===== config.mk =====
export PLATFORM = sky130hd
export DESIGN_NAME = cfg_reg_bank_flat
export DESIGN_NICKNAME = d
export VERILOG_FILES = /design/src/rtl/cfg_reg_bank_if.sv /design/src/rtl/cfg_reg_bank.sv /design/src/flat_wrapper.sv
export SDC_FILE = /design/constraint.sdc
export NUM_CORES = 1
export LEC_CHECK = 0
export ABC_AREA = 0
export CORE_MARGIN = 2
export CORE_UTILIZATION = 62
export CTS_CLUSTER_DIAMETER = 200
export DETAILED_ROUTE_END_ITERATION = 8
export PLACE_DENSITY = 0.85
export SETUP_SLACK_MARGIN = 0.15
export SLEW_MARGIN = 20
export SYNTH_ARGS = -nofsm -noshare
export SYNTH_HDL_FRONTEND = slang
export SYNTH_SLANG_ARGS = --single-unit

===== constraint.sdc =====
create_clock -name CLK -period 3.4 [get_ports CLK]
set_clock_uncertainty 0.15 [all_clocks]
set_input_delay 0.68 -clock CLK [delete_from_list [all_inputs] [get_ports CLK]]
set_output_delay 0.68 -clock CLK [all_outputs]
set_load 0.02 [all_outputs]

===== src/rtl/cfg_reg_bank_if.sv =====
// cfg_reg_bank_if: control-FSM to register-bank bus, including the exported register image
interface cfg_reg_bank_if #(
  parameter int ADDR_WIDTH = 4,
  parameter int MEM_WIDTH  = 8,
  parameter int NUM_EXPORT = 4
);
  logic                            WrEn;
  logic                            RdEn;
  logic [ADDR_WIDTH-1:0]           Address;
  logic [MEM_WIDTH-1:0]            WrData;
  logic [MEM_WIDTH-1:0]            WrMask;
  logic                            Lock_In;
  logic [MEM_WIDTH-1:0]            RdData;
  logic                            RdData_Valid;
  logic                            Wr_Ack;
  logic                            Err;
  logic [NUM_EXPORT*MEM_WIDTH-1:0] REG_EXPORT;
  modport master (
    output WrEn, RdEn, Address, WrData, WrMask, Lock_In,
    input  RdData, RdData_Valid, Wr_Ack, Err, REG_EXPORT
  );
  modport slave (
    input  WrEn, RdEn, Address, WrData, WrMask, Lock_In,
    output RdData, RdData_Valid, Wr_Ack, Err, REG_EXPORT
  );
endinterface


===== src/rtl/cfg_reg_bank.sv =====
// cfg_reg_bank: masked-write, lockable register bank with pipelined reads and exported registers
module cfg_reg_bank #(
  parameter int ADDR_WIDTH = 4,
  parameter int MEM_DEPTH  = 16,
  parameter int MEM_WIDTH  = 8,
  parameter int NUM_EXPORT = 4,
  parameter int RD_LATENCY = 1,
  parameter logic [MEM_DEPTH*MEM_WIDTH-1:0] INIT_VAL = (MEM_DEPTH*MEM_WIDTH)'(32'h2081_0000),
  parameter logic [MEM_DEPTH-1:0] LOCK_MASK = MEM_DEPTH'(16'h000C)
) (
  input logic          CLK,
  input logic          RST,
  cfg_reg_bank_if.slave bus
);
  localparam logic [2**ADDR_WIDTH-1:0] LOCK_EXT = (2**ADDR_WIDTH)'(LOCK_MASK);
  logic [MEM_WIDTH-1:0] mem_q [MEM_DEPTH];
  logic [MEM_WIDTH-1:0] pd_q [RD_LATENCY];
  logic [RD_LATENCY-1:0] pv_q;
  logic ack_q, err_q;
  logic wr_req, rd_req, in_range, locked, ack_d, err_d;
  logic [MEM_WIDTH-1:0] rd_word;
  always_comb begin
    wr_req   = bus.WrEn & ~bus.RdEn;
    rd_req   = bus.RdEn & ~bus.WrEn;
    in_range = {1'b0, bus.Address} < (ADDR_WIDTH+1)'(MEM_DEPTH);
    locked   = bus.Lock_In & LOCK_EXT[bus.Address];
    ack_d    = wr_req & in_range & ~locked;
    err_d    = (bus.WrEn & bus.RdEn) | (wr_req & ~ack_d) | (rd_req & ~in_range);
    rd_word  = in_range ? mem_q[bus.Address] : '0;
  end
  // each read stage only loads on a valid beat, so the last stage holds the previous read result
  always_ff @(posedge CLK)
    if (RST) begin
      for (int i = 0; i < MEM_DEPTH; i++) mem_q[i] <= INIT_VAL[i*MEM_WIDTH +: MEM_WIDTH];
      for (int k = 0; k < RD_LATENCY; k++) pd_q[k] <= '0;
      pv_q  <= '0;
      ack_q <= 1'b0;
      err_q <= 1'b0;
    end else begin
      for (int i = 0; i < MEM_DEPTH; i++)
        if (ack_d && bus.Address == ADDR_WIDTH'(i))
          mem_q[i] <= (mem_q[i] & ~bus.WrMask) | (bus.WrData & bus.WrMask);
      pv_q[0] <= rd_req;
      pd_q[0] <= rd_req ? rd_word : pd_q[0];
      for (int k = 1; k < RD_LATENCY; k++) begin
        pv_q[k] <= pv_q[k-1];
        pd_q[k] <= pv_q[k-1] ? pd_q[k-1] : pd_q[k];
      end
      ack_q <= ack_d;
      err_q <= err_d;
    end
  always_comb
    for (int i = 0; i < NUM_EXPORT; i++) bus.REG_EXPORT[i*MEM_WIDTH +: MEM_WIDTH] = mem_q[i];
  assign bus.RdData       = pd_q[RD_LATENCY-1];
  assign bus.RdData_Valid = pv_q[RD_LATENCY-1];
  assign bus.Wr_Ack       = ack_q;
  assign bus.Err          = err_q;
endmodule


===== src/flat_wrapper.sv =====
// flat-port wrapper written by rule: the top's interface ports become plain ports
module cfg_reg_bank_flat 
#(
  parameter int ADDR_WIDTH = 4,
  parameter int MEM_DEPTH  = 16,
  parameter int MEM_WIDTH  = 8,
  parameter int NUM_EXPORT = 4,
  parameter int RD_LATENCY = 1,
  parameter logic [MEM_DEPTH*MEM_WIDTH-1:0] INIT_VAL = (MEM_DEPTH*MEM_WIDTH)'(32'h2081_0000),
  parameter logic [MEM_DEPTH-1:0] LOCK_MASK = MEM_DEPTH'(16'h000C)
)
  (CLK, RST, bus_WrEn, bus_RdEn, bus_Address, bus_WrData, bus_WrMask, bus_Lock_In, bus_RdData, bus_RdData_Valid, bus_Wr_Ack, bus_Err, bus_REG_EXPORT);
  cfg_reg_bank_if #(.ADDR_WIDTH(ADDR_WIDTH), .MEM_WIDTH(MEM_WIDTH), .NUM_EXPORT(NUM_EXPORT)) bus_i ();
  input logic CLK;
  input logic RST;
  input wire logic [$bits(bus_i.WrEn)-1:0] bus_WrEn;
  input wire logic [$bits(bus_i.RdEn)-1:0] bus_RdEn;
  input wire logic [$bits(bus_i.Address)-1:0] bus_Address;
  input wire logic [$bits(bus_i.WrData)-1:0] bus_WrData;
  input wire logic [$bits(bus_i.WrMask)-1:0] bus_WrMask;
  input wire logic [$bits(bus_i.Lock_In)-1:0] bus_Lock_In;
  output wire logic [$bits(bus_i.RdData)-1:0] bus_RdData;
  output wire logic [$bits(bus_i.RdData_Valid)-1:0] bus_RdData_Valid;
  output wire logic [$bits(bus_i.Wr_Ack)-1:0] bus_Wr_Ack;
  output wire logic [$bits(bus_i.Err)-1:0] bus_Err;
  output wire logic [$bits(bus_i.REG_EXPORT)-1:0] bus_REG_EXPORT;
  assign bus_i.WrEn = bus_WrEn;
  assign bus_i.RdEn = bus_RdEn;
  assign bus_i.Address = bus_Address;
  assign bus_i.WrData = bus_WrData;
  assign bus_i.WrMask = bus_WrMask;
  assign bus_i.Lock_In = bus_Lock_In;
  assign bus_RdData = bus_i.RdData;
  assign bus_RdData_Valid = bus_i.RdData_Valid;
  assign bus_Wr_Ack = bus_i.Wr_Ack;
  assign bus_Err = bus_i.Err;
  assign bus_REG_EXPORT = bus_i.REG_EXPORT;
  cfg_reg_bank #(.ADDR_WIDTH(ADDR_WIDTH), .MEM_DEPTH(MEM_DEPTH), .MEM_WIDTH(MEM_WIDTH), .NUM_EXPORT(NUM_EXPORT), .RD_LATENCY(RD_LATENCY), .INIT_VAL(INIT_VAL), .LOCK_MASK(LOCK_MASK)) u_core (.CLK(CLK), .RST(RST), .bus(bus_i));
endmodule

==> flow_summary.html <==
<table>
<tr><th>Metric</th><th>Value</th></tr>
<tr><th colspan="2">Outcome</th></tr>
<tr><td>Status</td><td>complete, no violations</td></tr>
<tr><th colspan="2">Floorplan</th></tr>
<tr><td>Die span in x</td><td>111.5 um</td></tr>
<tr><td>Area enclosed by the die boundary</td><td>12,440 um2</td></tr>
<tr><td>Initial standard-cell utilization of the core</td><td>63.07%</td></tr>
<tr><td>Core Box Area</td><td>11,370 um2</td></tr>
<tr><td>Overall die height</td><td>111.5 um</td></tr>
<tr><td>I/O pin count</td><td>68</td></tr>
<tr><td>Num rows</td><td>39</td></tr>
<tr><th colspan="2">Final layout</th></tr>
<tr><td>Share of cells above drive strength 1</td><td>10.70%</td></tr>
<tr><td>Antenna diode count</td><td>0</td></tr>
<tr><td>Most frequent cells in the layout</td><td>132 x sky130_fd_sc_hd__nand2b_1, 128 x sky130_fd_sc_hd__edfxtp_1, 126 x sky130_fd_sc_hd__a21oi_1</td></tr>
<tr><td>Final Instance Count excl. Fillers</td><td>844</td></tr>
<tr><td>Most common cell after layout, fill and taps aside</td><td>sky130_fd_sc_hd__nand2b_1</td></tr>
<tr><td>Final Instance Area</td><td>8613 um2</td></tr>
<tr><td>Number of nets in the layout</td><td>713</td></tr>
<tr><td>Area delta synth-&gt;final</td><td>20.12%</td></tr>
<tr><th colspan="2">Synthesis</th></tr>
<tr><td>Synth warn</td><td>0</td></tr>
<tr><td>Post-synth design cell area</td><td>7171 um2</td></tr>
<tr><td>Syn_nets</td><td>649</td></tr>
<tr><td>Post-synthesis area per instance</td><td>11.49 um2</td></tr>
<tr><td>Post-synthesis cell count</td><td>624</td></tr>
<tr><td>Count of distinct cell types in the synthesized netlist</td><td>38</td></tr>
<tr><td>Post-synthesis sequential area ratio</td><td>56.67%</td></tr>
<tr><td>Seq cells post-synth</td><td>139</td></tr>
<tr><th colspan="2">Routing</th></tr>
<tr><td>Number of DRC violations after detailed routing</td><td>0</td></tr>
<tr><td>Top layer in use</td><td>met4</td></tr>
<tr><td>Number of iterations in the first detailed-routing pass</td><td>5</td></tr>
<tr><td>Total number of vias</td><td>5,630</td></tr>
<tr><td>Amount of wire on met2 after detailed routing</td><td>9729 um</td></tr>
<tr><td>Met3 layer wire length in the routed design</td><td>1886 um</td></tr>
<tr><td>Post-Route M1 WL</td><td>7263 um</td></tr>
<tr><td>Post-DR wirelength/cell</td><td>23.30 um</td></tr>
<tr><td>Aggregate routed wire length</td><td>19,670 um</td></tr>
<tr><td>Detail Route Antenna Nets</td><td>0</td></tr>
<tr><td>1st-iter DRT viols</td><td>592</td></tr>
<tr><td>Post-detailed-route via-to-cell ratio</td><td>6.671</td></tr>
<tr><th colspan="2">Critical path</th></tr>
<tr><td>Slowest CP cell</td><td>sky130_fd_sc_hd__nor2b_1</td></tr>
<tr><td>Worst Path Required</td><td>3.32 ns</td></tr>
<tr><td>CP Class</td><td>in2reg</td></tr>
<tr><td>Worst Path Arrival</td><td>2.62 ns</td></tr>
<tr><td>Cell family with the largest share of critical-path delay</td><td>buffers and inverters</td></tr>
<tr><td>Sort of element at the start of the critical path</td><td>input port</td></tr>
<tr><td>Critical path, cell by cell</td><td>clkdlybuf4s50_1, buf_4, nor2b_1, a21o_1</td></tr>
<tr><td>Critical path's largest stage delay</td><td>0.58 ns</td></tr>
<tr><td>Crit. End Element</td><td>register</td></tr>
<tr><td>CP Max Fanout</td><td>26</td></tr>
<tr><td>Worst path bufs/invs</td><td>2</td></tr>
<tr><th colspan="2">Global route</th></tr>
<tr><td>Overflow left after global routing</td><td>0</td></tr>
<tr><td>Number of global-route vias before repair</td><td>5,656</td></tr>
<tr><td>Global-route wire length before repair</td><td>30,480 um</td></tr>
<tr><td>Maximum number of pins on one net before global-route repair</td><td>36</td></tr>
<tr><td>Global router's overall resource usage</td><td>32.12%</td></tr>
<tr><td>Antenna violations before repair</td><td>0</td></tr>
<tr><th colspan="2">Clock network</th></tr>
<tr><td>Total number of H-tree levels</td><td>4</td></tr>
<tr><td>Gates resized, CTS repair</td><td>0</td></tr>
<tr><td>Number of hold-repair buffers added at the cts stage</td><td>0</td></tr>
<tr><td>Deepest clock path buffer count</td><td>2</td></tr>
<tr><td>Clock root cell</td><td>sky130_fd_sc_hd__clkbuf_16</td></tr>
<tr><td>Clock latency on the worst-skew pair</td><td>0.43 ns</td></tr>
<tr><td>CTS tree</td><td>done</td></tr>
<tr><td>Total clock buffers created by CTS</td><td>17</td></tr>
<tr><td>Total number of clock tree sinks</td><td>139</td></tr>
<tr><td>Clock-pin transition on the worst setup and hold timing paths</td><td>0.05 ns</td></tr>
<tr><td>Post-CTS setup repair buffer count</td><td>0</td></tr>
<tr><th colspan="2">STA</th></tr>
<tr><td>Minimum clock period after layout</td><td>2.701 ns</td></tr>
<tr><td>Unrepaired setup endpoints after global routing</td><td>false</td></tr>
<tr><td>Number of hold violations in the final report</td><td>0</td></tr>
<tr><td>Least-Margin Pin Slew</td><td>0.7827 ns</td></tr>
<tr><td>Upper clock frequency limit</td><td>370.3 MHz</td></tr>
<tr><td>Setup TNS</td><td>0 ns</td></tr>
<tr><td>Final count of negative-setup-slack endpoints</td><td>0</td></tr>
<tr><td>Number of max-slew violations in the final report</td><td>0</td></tr>
<tr><td>Worst slew margin relative to its limit</td><td>47.82%</td></tr>
<tr><td>Share of the cycle needed by the critical path after routing</td><td>79.43%</td></tr>
<tr><th colspan="2">Place</th></tr>
<tr><td>Half-perimeter wire length of the detailed placement result</td><td>12,960 um</td></tr>
<tr><td>Cell Area, Placed</td><td>7976 um2</td></tr>
<tr><td>RD Place Congestion</td><td>0.9082</td></tr>
<tr><td>Placed cell count</td><td>812</td></tr>
<tr><td>Number of port buffers</td><td>67</td></tr>
<tr><th colspan="2">Pwr</th></tr>
<tr><td>Pwr per Cell Area</td><td>518.5 nW/um2</td></tr>
<tr><td>Standby leakage power</td><td>3.064 nW</td></tr>
<tr><td>Maximum resistive drop on vdd</td><td>382.4 uV</td></tr>
<tr><th colspan="2">Worst hold path</th></tr>
<tr><td>Min-delay worst type</td><td>reg2reg</td></tr>
<tr><th colspan="2">Flow run</th></tr>
<tr><td>Max-cap check violation count</td><td>0</td></tr>
</table>
==> final timing paths <==
kind | slack, ns | cells after the start | end | startpoint
max | 0.70 | 4 | u_core.mem_q[6][2] | bus_Address[1]
min reg2reg | 0.35 | 2 | u_core.pd_q[0][2] | u_core.pd_q[0][2]
max reg2reg | 1.75 | 3 | u_core.pd_q[0][2] | u_core.mem_q[1][2]
min | 0.35 | 2 | u_core.pd_q[0][2] | u_core.pd_q[0][2]
==> flip-flops by register name (all words and copies together) (netlist names) <==
signal and count:
u_core.bus.Err 1, u_core.bus.RdData_Valid 1, u_core.bus.Wr_Ack 1, u_core.mem_q 128, u_core.pd_q 8
==> layer usage <==
layer | track usage (%) | vias up
met2 | 52.80 | 398
met3 | 7.022 | 74
met1 | 40.95 | 2719
li1 | - | 2439
met5 | 0 | -
met4 | 15.39 | 0
==> synth_stat cells (all sizes together) <==
cell type,count,area (um2)
a21oi,126,630.6
nand2,21,78.83
o21ai,3,15.01
a21o,8,60.06
or2,1,6.260
o22ai,12,75.07
dfxtp,11,220.2
or3,3,18.77
nand2b,133,839.6
a211oi,2,15.01
nor2,20,75.07
nor3b,4,35.03
nand4b,1,8.760
a2111o,1,11.26
o221ai,1,8.760
a221oi,3,26.28
clkbuf,35,132.6
a2bb2oi,5,43.79
mux4,9,202.7
or3b,3,26.28
o32ai,2,17.52
mux2i,46,460.4
and2,1,6.260
nand3b,3,22.52
a311oi,7,61.31
nor2b,3,18.77
a31oi,1,6.260
and2b,1,7.510
nor3,1,5.000
o21bai,8,60.06
edfxtp,128,3844
nand3,8,40.04
buf,13,91.33
==> kinds of logic (layout without fill, tap and decap cells) <==
logic type	after synthesis	in the layout	share of synthesized area, %
AOI/OAI and AO/OA	179	179	14.38
buffers and inverters	48	125	3.123
DFF	139	139	56.67
muxes	55	55	9.248
and+or+nand+nor	203	203	16.58
==> power by group <==
| part | internal (W) | switching (W) |
|---|---|---|
| registers | 0.00196 | 0.0000538 |
| clock network | 0.00128 | 0.000696 |
| logic | 0.000199 | 0.000277 |
| total | 0.00344 | 0.00103 |
==> worst min-delay path: cells and delay by family, from the launching register on <==
kind,cells,cell delay (ns)
AND/OR/NAND/NOR,1,0.10
AO/OA/AOI/OAI,1,0.05
flip-flops,1,0.31
==> stage by stage <==
step / setup slack, ns / hold slack (ns) / utilization [%] / total power, W
4_1_cts: 0.7973 / 0.3578 / 75.76 / 0.004461
5_1_grt: 0.6461 / 0.3788 / 75.76 / 0.004572
3_5_place_dp: 0.3721 / 0.3504 / 70.16 / 0.002507
3_3_place_gp: 0.4292 / 0.3444 / 70.16 / 0.002486
6_report: 0.6993 / 0.3531 / 75.76 / 0.004466
2_1_floorplan: 0.9613 / 0.4191 / - / 0.002318
==> layout make-up <==
type / count / area [um2]
clock buffers: 21 / 470.5
clock inverters: 11 / 166.4
fillers: 737 / 2756
multi-input cells: 437 / 2883
flip-flops and latches: 139 / 4064
well taps: 143 / 178.9
repair buffers: 93 / 850.8
Note: power is estimated with default switching activity, not from simulation.
